`config.mk`:
```
export PLATFORM = sky130hd
export DESIGN_NAME = mips_regfile_dumper
export DESIGN_NICKNAME = d
export VERILOG_FILES = /design/src/rtl/mips_dump_pkg.sv /design/src/rtl/mips_regfile_dumper.sv
export SDC_FILE = /design/constraint.sdc
export NUM_CORES = 1
export LEC_CHECK = 0
export ABC_AREA = 1
export CAP_MARGIN = 0
export CORE_MARGIN = 8
export CORE_UTILIZATION = 43
export DETAILED_ROUTE_END_ITERATION = 10
export HOLD_SLACK_MARGIN = 0.05
export MAX_ROUTING_LAYER = met4
export PLACE_DENSITY = 0.8
export RECOVER_POWER = 25
export SLEW_MARGIN = 5
export SYNTH_ARGS = -nofsm -noshare
export SYNTH_HDL_FRONTEND = slang
export SYNTH_SLANG_ARGS = --single-unit
```
`constraint.sdc`:
```
create_clock -name clk -period 1.83 [get_ports clk]
set_input_delay 0.2745 -clock clk [delete_from_list [all_inputs] [get_ports clk]]
set_output_delay 0.2745 -clock clk [all_outputs]
set_load 0.1 [all_outputs]
```
`src/rtl/mips_dump_pkg.sv`:
```
// Purpose: shared defaults, FSM state type and index-wrap helper for the register-file dumper.
// Latency: n/a (declarations only).
// Backpressure: n/a.
package mips_dump_pkg;

    localparam int DATA_W_DEF   = 32;
    localparam int ADDR_W_DEF   = 3;
    localparam int NUM_REGS_DEF = 8;

    typedef enum logic [1:0] {
        IDLE  = 2'd0,
        FETCH = 2'd1,
        HOLD  = 2'd2,
        DONE  = 2'd3
    } dump_state_e;

    // Next register index, wrapping back to 0 after the top register.
    function automatic int unsigned next_idx(input int unsigned idx, input int unsigned num_regs);
        return (idx + 1) % num_regs;
    endfunction

endpackage

```
`src/rtl/mips_regfile_dumper.sv`:
```
// Purpose: walk register indices first_reg..last_reg (wrapping) through one register-file read
//          port and stream each word out on out_valid/out_ready. Optional MIPS_DUMP_PARITY_EN
//          adds out_parity (even parity of out_data).
// Latency: first out_valid 2 cycles after an accepted start; then 1 word/cycle while out_ready=1.
// Backpressure: out_data/out_index/out_last held stable while out_valid & !out_ready.
// Ports: clk, rst_n (async active-low); start/first_reg/last_reg request; rf_read_reg/rf_read_data
//        register-file read port; out_* stream; busy from accepted start to done; done 1-cycle pulse.
import mips_dump_pkg::*;

module mips_regfile_dumper #(
    parameter int DATA_W   = DATA_W_DEF,
    parameter int ADDR_W   = ADDR_W_DEF,
    parameter int NUM_REGS = NUM_REGS_DEF
) (
    input  logic              clk,
    input  logic              rst_n,
    input  logic              start,
    input  logic [ADDR_W-1:0] first_reg,
    input  logic [ADDR_W-1:0] last_reg,
    output logic [ADDR_W-1:0] rf_read_reg,
    input  logic [DATA_W-1:0] rf_read_data,
    output logic              out_valid,
    input  logic              out_ready,
    output logic [DATA_W-1:0] out_data,
    output logic [ADDR_W-1:0] out_index,
    output logic              out_last,
`ifdef MIPS_DUMP_PARITY_EN
    output logic              out_parity,
`endif
    output logic              busy,
    output logic              done
);

    dump_state_e       state_q, state_d;
    logic [ADDR_W-1:0] ptr_q, ptr_d;
    logic [ADDR_W-1:0] lst_q, lst_d;
    logic              busy_q, busy_d;
    logic              valid_q, valid_d;
    logic [DATA_W-1:0] data_q, data_d;
    logic [ADDR_W-1:0] idx_q, idx_d;
    logic              last_q, last_d;
    logic              load;

    always_comb begin
        state_d = state_q;
        ptr_d   = ptr_q;
        lst_d   = lst_q;
        busy_d  = busy_q;
        valid_d = valid_q;
        data_d  = data_q;
        idx_d   = idx_q;
        last_d  = last_q;
        load    = 1'b0;

        unique case (state_q)
            IDLE: begin
                if (start) begin
                    ptr_d   = first_reg;
                    lst_d   = last_reg;
                    busy_d  = 1'b1;
                    state_d = FETCH;
                end
            end
            FETCH: begin
                load    = 1'b1;
                state_d = HOLD;
            end
            HOLD: begin
                if (valid_q && out_ready) begin
                    if (last_q) begin
                        valid_d = 1'b0;
                        state_d = DONE;
                    end else begin
                        // ptr already points at the next word, so its read data is ready now.
                        load = 1'b1;
                    end
                end
            end
            DONE: begin
                busy_d  = 1'b0;
                state_d = IDLE;
            end
            default: state_d = IDLE;
        endcase

        if (load) begin
            data_d  = rf_read_data;
            idx_d   = ptr_q;
            last_d  = (ptr_q == lst_q);
            valid_d = 1'b1;
            ptr_d   = ADDR_W'(next_idx(32'(ptr_q), NUM_REGS));
        end
    end

    always_ff @(posedge clk or negedge rst_n) begin
        if (!rst_n) begin
            state_q <= IDLE;
            ptr_q   <= '0;
            lst_q   <= '0;
            busy_q  <= 1'b0;
            valid_q <= 1'b0;
            data_q  <= '0;
            idx_q   <= '0;
            last_q  <= 1'b0;
        end else begin
            state_q <= state_d;
            ptr_q   <= ptr_d;
            lst_q   <= lst_d;
            busy_q  <= busy_d;
            valid_q <= valid_d;
            data_q  <= data_d;
            idx_q   <= idx_d;
            last_q  <= last_d;
        end
    end

`ifdef MIPS_DUMP_PARITY_EN
    logic parity_q, parity_d;

    always_comb begin
        parity_d = parity_q;
        if (load) begin
            parity_d = ^rf_read_data;
        end
    end

    always_ff @(posedge clk or negedge rst_n) begin
        if (!rst_n) begin
            parity_q <= 1'b0;
        end else begin
            parity_q <= parity_d;
        end
    end

    assign out_parity = parity_q;
`endif

    assign rf_read_reg = ptr_q;
    assign out_valid   = valid_q;
    assign out_data    = data_q;
    assign out_index   = idx_q;
    assign out_last    = last_q;
    assign busy        = busy_q;
    // DONE lasts exactly one cycle, so decoding the state gives the pulse.
    assign done        = (state_q == DONE);

endmodule
```
# Word-level counts from Yosys, hierarchy flattened
# Cells that the tools add are included.
[op_classes] n_addsub=1 n_mul=0 n_lt_le_gt_ge=0 n_shift=0 div_mod_pow=0 muxes=16 n_reduce_logical=13 bitwise_logic=0 eq_ne=7
[op_table] cell="$reduce_bool 2->1" count=6
[op_table] cell="$mux 3" count=3
[op_table] cell="$pmux 2 s4" count=1
[op_table] cell="$mux 1" count=7
[op_table] cell="$mux 2" count=3
[op_table] cell="$ne 2x2->1 const B" count=3
[op_table] cell="$reduce_and 2->1" count=3
[op_table] cell="$reduce_and 3->1" count=2
[op_table] cell="$eq 2x2->1 const B" count=2
[op_table] cell="$pmux 1 s2" count=2
[op_table] cell="$add 3x1->3 const B" count=1
[op_table] cell="$eq 3x3->1" count=1
[op_table] cell="$eq 2x1->1 const B" count=1
[op_table] cell="$logic_not 2->1" count=1
[op_table] cell="$logic_and 1x1->1" count=1
[totals] latchBits=0 input_bits=42 ram_bits=0 memories=0 mem_bits_ro=0 wordCells=45 ff_bits=46

# Depth between registers and ports, before layout
[depth] word_depth=5 mapped_depth=10 mapped_depth_nobuf=10

# Worst setup path after synthesis
# Ideal clock, no wire load.
[synth_timing] kind="register -> register" from="register valid_q, in the netlist out_valid" to="register ptr_q[0], in the netlist rf_read_reg[0]" path_buffers=1 arrival_ps=1634 stages_incl_launch_ff=9 slack_ps=41 synth_period_minus_slack_ps=1789 path_cell_list="dfrtp_1 nand2_1 inv_1 nand2_1 nand2_2 nand2_2 buf_6 nand2_1 o21ai_2"
[synth_via] elab_chain_len=5 word_cells_on_any_way=7 classes_between="mux (3); reduce/logical (4)"
[synth_rtl] item="start: declaration" line_no="mips_regfile_dumper.sv:38" text="logic valid_q, valid_d;"
[synth_rtl] item="start signal: assignment" line_no="mips_regfile_dumper.sv:110" text="valid_q <= valid_d;"
[synth_rtl] item="$logic_and 1x1->1 (*)" line_no="mips_regfile_dumper.sv:69" text="if (valid_q && out_ready) begin"
[synth_rtl] item="$mux 1 (*)" line_no="mips_regfile_dumper.sv:69"
[synth_rtl] item="$pmux 1 s2 (*)" line_no="mips_regfile_dumper.sv:55" text="unique case (state_q)"
[synth_rtl] item="$reduce_bool 2->1 (no source line)"
[synth_rtl] item="$reduce_and 2->1 (no source line)"
[synth_rtl] item="end signal: assignment" line_no="mips_regfile_dumper.sv:107" text="ptr_q <= ptr_d;"
[synth_rtl] item="end: declaration" line_no="mips_regfile_dumper.sv:35" text="logic [ADDR_W-1:0] ptr_q, ptr_d;"
# Every way passes the cells marked *; elsewhere a longest branch is shown, timed or not.
# A chain may end at the register's enable or synchronous reset.

# Worst setup path after layout
[layout_timing] from="register state_q[0]" to="register data_q[11], in the netlist out_data[11]"
[layout_via] elab_chain_len=2 word_cells_on_any_way=3 classes_between="eq/ne (2); mux (1)"
[layout_rtl] item="start: declaration" line_no="mips_regfile_dumper.sv:34" text="dump_state_e state_q, state_d;"
[layout_rtl] item="start signal: assignment" line_no="mips_regfile_dumper.sv:106" text="state_q <= state_d;"
[layout_rtl] item="$eq 2x2->1 / $eq 2x1->1 (equally long branches)" line_no="mips_regfile_dumper.sv:55"
[layout_rtl] item="$pmux 1 s2 (*)" line_no="mips_regfile_dumper.sv:55"
[layout_rtl] item="end signal: assignment" line_no="mips_regfile_dumper.sv:111" text="data_q <= data_d;"
[layout_rtl] item="end: declaration" line_no="mips_regfile_dumper.sv:39" text="logic [DATA_W-1:0] data_q, data_d;"
# Marks and branches as above.

==> results.sh <==
export IMPL_outcome="finished clean"
export IMPL_synth_distinct_cells=14
export IMPL_wl_microns=5240
export IMPL_hpwlAfterDp_microns=3980
export IMPL_endpoint_kind="flip-flop"
export IMPL_met2_length_microns=2500
export IMPL_critPathMostFrequentCell="nand2_1"
export IMPL_holdWs_ns=0.475
export IMPL_drt_iter0_drc=84
export IMPL_synthCells=231
export IMPL_wl_met3_microns=430
export IMPL_max_slew_worst_pin_slew_ns=1.22
export IMPL_fin_setup_tns_ns=0
export IMPL_yosysWarnings=0
export IMPL_via_per_inst=4.86
export IMPL_syn_area_sq_mm=0.00207
export IMPL_ant_nets=0
export IMPL_final_common_cell="nand2_1"
export IMPL_clk_pin_slew_ns=0.08
export IMPL_dieWidth_microns=85.4
export IMPL_synthTopCellsByArea="dfrtp_1 56%, nand2_1 18%, nand3_1 9.7%"
export IMPL_coreArea_sq_mm=0.00469
export IMPL_rr_startpoint="state_q[0]"
export IMPL_post_cts_buffers=0
export IMPL_placed_area_sq_mm=0.00288
export IMPL_finalSetupViolCount=0
export IMPL_rows=25
export IMPL_slew_violations=0
export IMPL_timing_fmax_mhz=614
export IMPL_pin_count=84
export IMPL_die_area_sq_mm=0.00729
export IMPL_fin_crit_ns=1.63
export IMPL_slowest_stage="dfrtp_1"
export IMPL_hold_start="out_data[3]"
export IMPL_clk_latency_ns=0.30
export IMPL_n_antenna_cell=0
export IMPL_ys_ff_latch=46
export IMPL_area_delta_synth_final_pct=43.5
export IMPL_startpoint="state_q[0]"
export IMPL_num_vias=1807
export IMPL_grt_max_degree=26
export IMPL_path_class="reg2reg"
export IMPL_stdcell_area_sq_mm=0.00297
export IMPL_die_h_microns=85.4
export IMPL_cp_max_fo=22
export IMPL_rsz0062_at_grt="false"
export IMPL_synth_largest_area_cell="dfrtp_1"
export IMPL_largest_register_ffs=32
export IMPL_dp_slack_ns=0.129
export IMPL_overflow=0
export IMPL_firstDrtPassIters=4
export IMPL_cts_tree="done"
export IMPL_gr_usage_all_layers_pct=15.6
export IMPL_syn_area_per_cell_sq_um=8.96
export IMPL_max_clock_path_buffers=2
export IMPL_final_setup_worst_slack_ns=0.200
export IMPL_cts_buffers=5
export IMPL_critPathArrivalTime_ns=1.82
export IMPL_mostFrequentLayoutCells="99 x nand2_1, 46 x dfrtp_1, 42 x buf_4"
export IMPL_drc=0
export IMPL_antenna_found_initial=0
export IMPL_drive_gt1_share_pct=19.2
export IMPL_hold_viol=0
export IMPL_grt_pass1_vias=1899
export IMPL_start_kind="flip-flop"
export IMPL_max_slew_margin_pct=18.4
export IMPL_fin_nets=365
export IMPL_path_cells="inv_1 -> ha_2 -> inv_1 -> nor2_1 -> nand2_1 -> nand2_4 -> nand2_2 -> buf_4 -> nand2_1 -> nand2_1"
export IMPL_grt_pass1_wl_microns=8910
export IMPL_synth_net_count=279
export IMPL_drt_wirelength_per_cell_microns=14.1
export IMPL_root_buffer="clkbuf_8"
export IMPL_portBuffers=83
export IMPL_initial_core_util_pct=44.1
export IMPL_clock_sinks=46
export IMPL_post_route_period_util_pct=89.1
export IMPL_ys_seq_area_share_pct=55.6
export IMPL_fin_skew_ns=0.00733
export IMPL_htreeDepth=2
export IMPL_critical_path_required_ns=2.02
export IMPL_crit_path_max_incr_delay_ns=0.41
export IMPL_place_gp_congestion=0.721
export IMPL_drt_met1_wl_microns=2220
export IMPL_min_delay_path_class="reg2reg"
export IMPL_yosys_area_top_type_share_pct=55.6
export IMPL_drv_cap=0
export IMPL_highest_layer="met4"
==> stage by stage <==
stage / instances / util (%)
after floorplan: 231 / -
after global placement: 363 / 61.3
after detailed placement: 363 / 61.3
after CTS: 372 / 63.4
after global routing: 372 / 63.3
final: 372 / 63.3
==> worst max-delay path, delay by kind of cell, from the launching register on <==
kind,cells,cell delay (ns)
and+or+nand+nor,6,0.51
DFF,1,0.41
buffers and inverters,3,0.37
adders and majority gates,1,0.21
==> per-layer routing <==
| metal | up-vias | GRT usage [%] |
|---|---|---|
| met1 | 847 | 17.7 |
| met3 | 9 | 6.08 |
| met2 | 55 | 24.6 |
| li1 | 896 | - |
| met4 | 0 | 5.25 |
| met5 | - | - |
==> kinds of logic (layout without fill, tap and decap cells) <==
group | after synthesis | after routing | synth area share (%)
AO/OA/AOI/OAI | 8 | 8 | 2.12
AND/OR/NAND/NOR | 144 | 144 | 29.1
adder cells (fa/ha/maj) | 6 | 6 | 3.63
flip-flops | 46 | 46 | 55.6
buffers and inverters | 23 | 110 | 7.86
XOR/XNOR | 4 | 4 | 1.69
==> synthesized netlist by cell type <==
master and n:
buf_2 4, buf_6 5, buf_8 3, dfrtp_1 46, ha_1 6, inv_1 11
nand2_1 99, nand2_2 2, nand3_1 40, nand3_2 1, nor2_1 2, o21ai_0 7
o21ai_2 1, xnor2_1 4
==> final timing paths <==
kind	cells past startpoint	endpoint	slack, ns
worst max register to register	10	out_data[11]	0.20
worst min-delay path	2	out_data[3]	0.48
worst min register to register	2	out_data[3]	0.48
min in group asynchronous	2	out_data[11]	0.75
worst max-delay path	10	out_data[11]	0.20
max in group asynchronous	3	out_data[31]	0.26
==> area by class of cell <==
type	count	area (sq um)
inverter	11	41.3
clock inverter	2	13.8
sequential	46	1150
clock buffer	6	72.6
tap	54	67.6
multi-input combinational	162	763
fill	426	1720
timing repair buffer	91	861
==> what timing repair did <==
item,CTS,global route
setup endpoints to repair,0,23
hold endpoints to repair,21,0
gates resized for setup,0,2
hold buffers,1,0
Power is left out: the tool's default activity adds up to more than one toggle a clock period on the data nets, which glitch-free logic cannot reach.
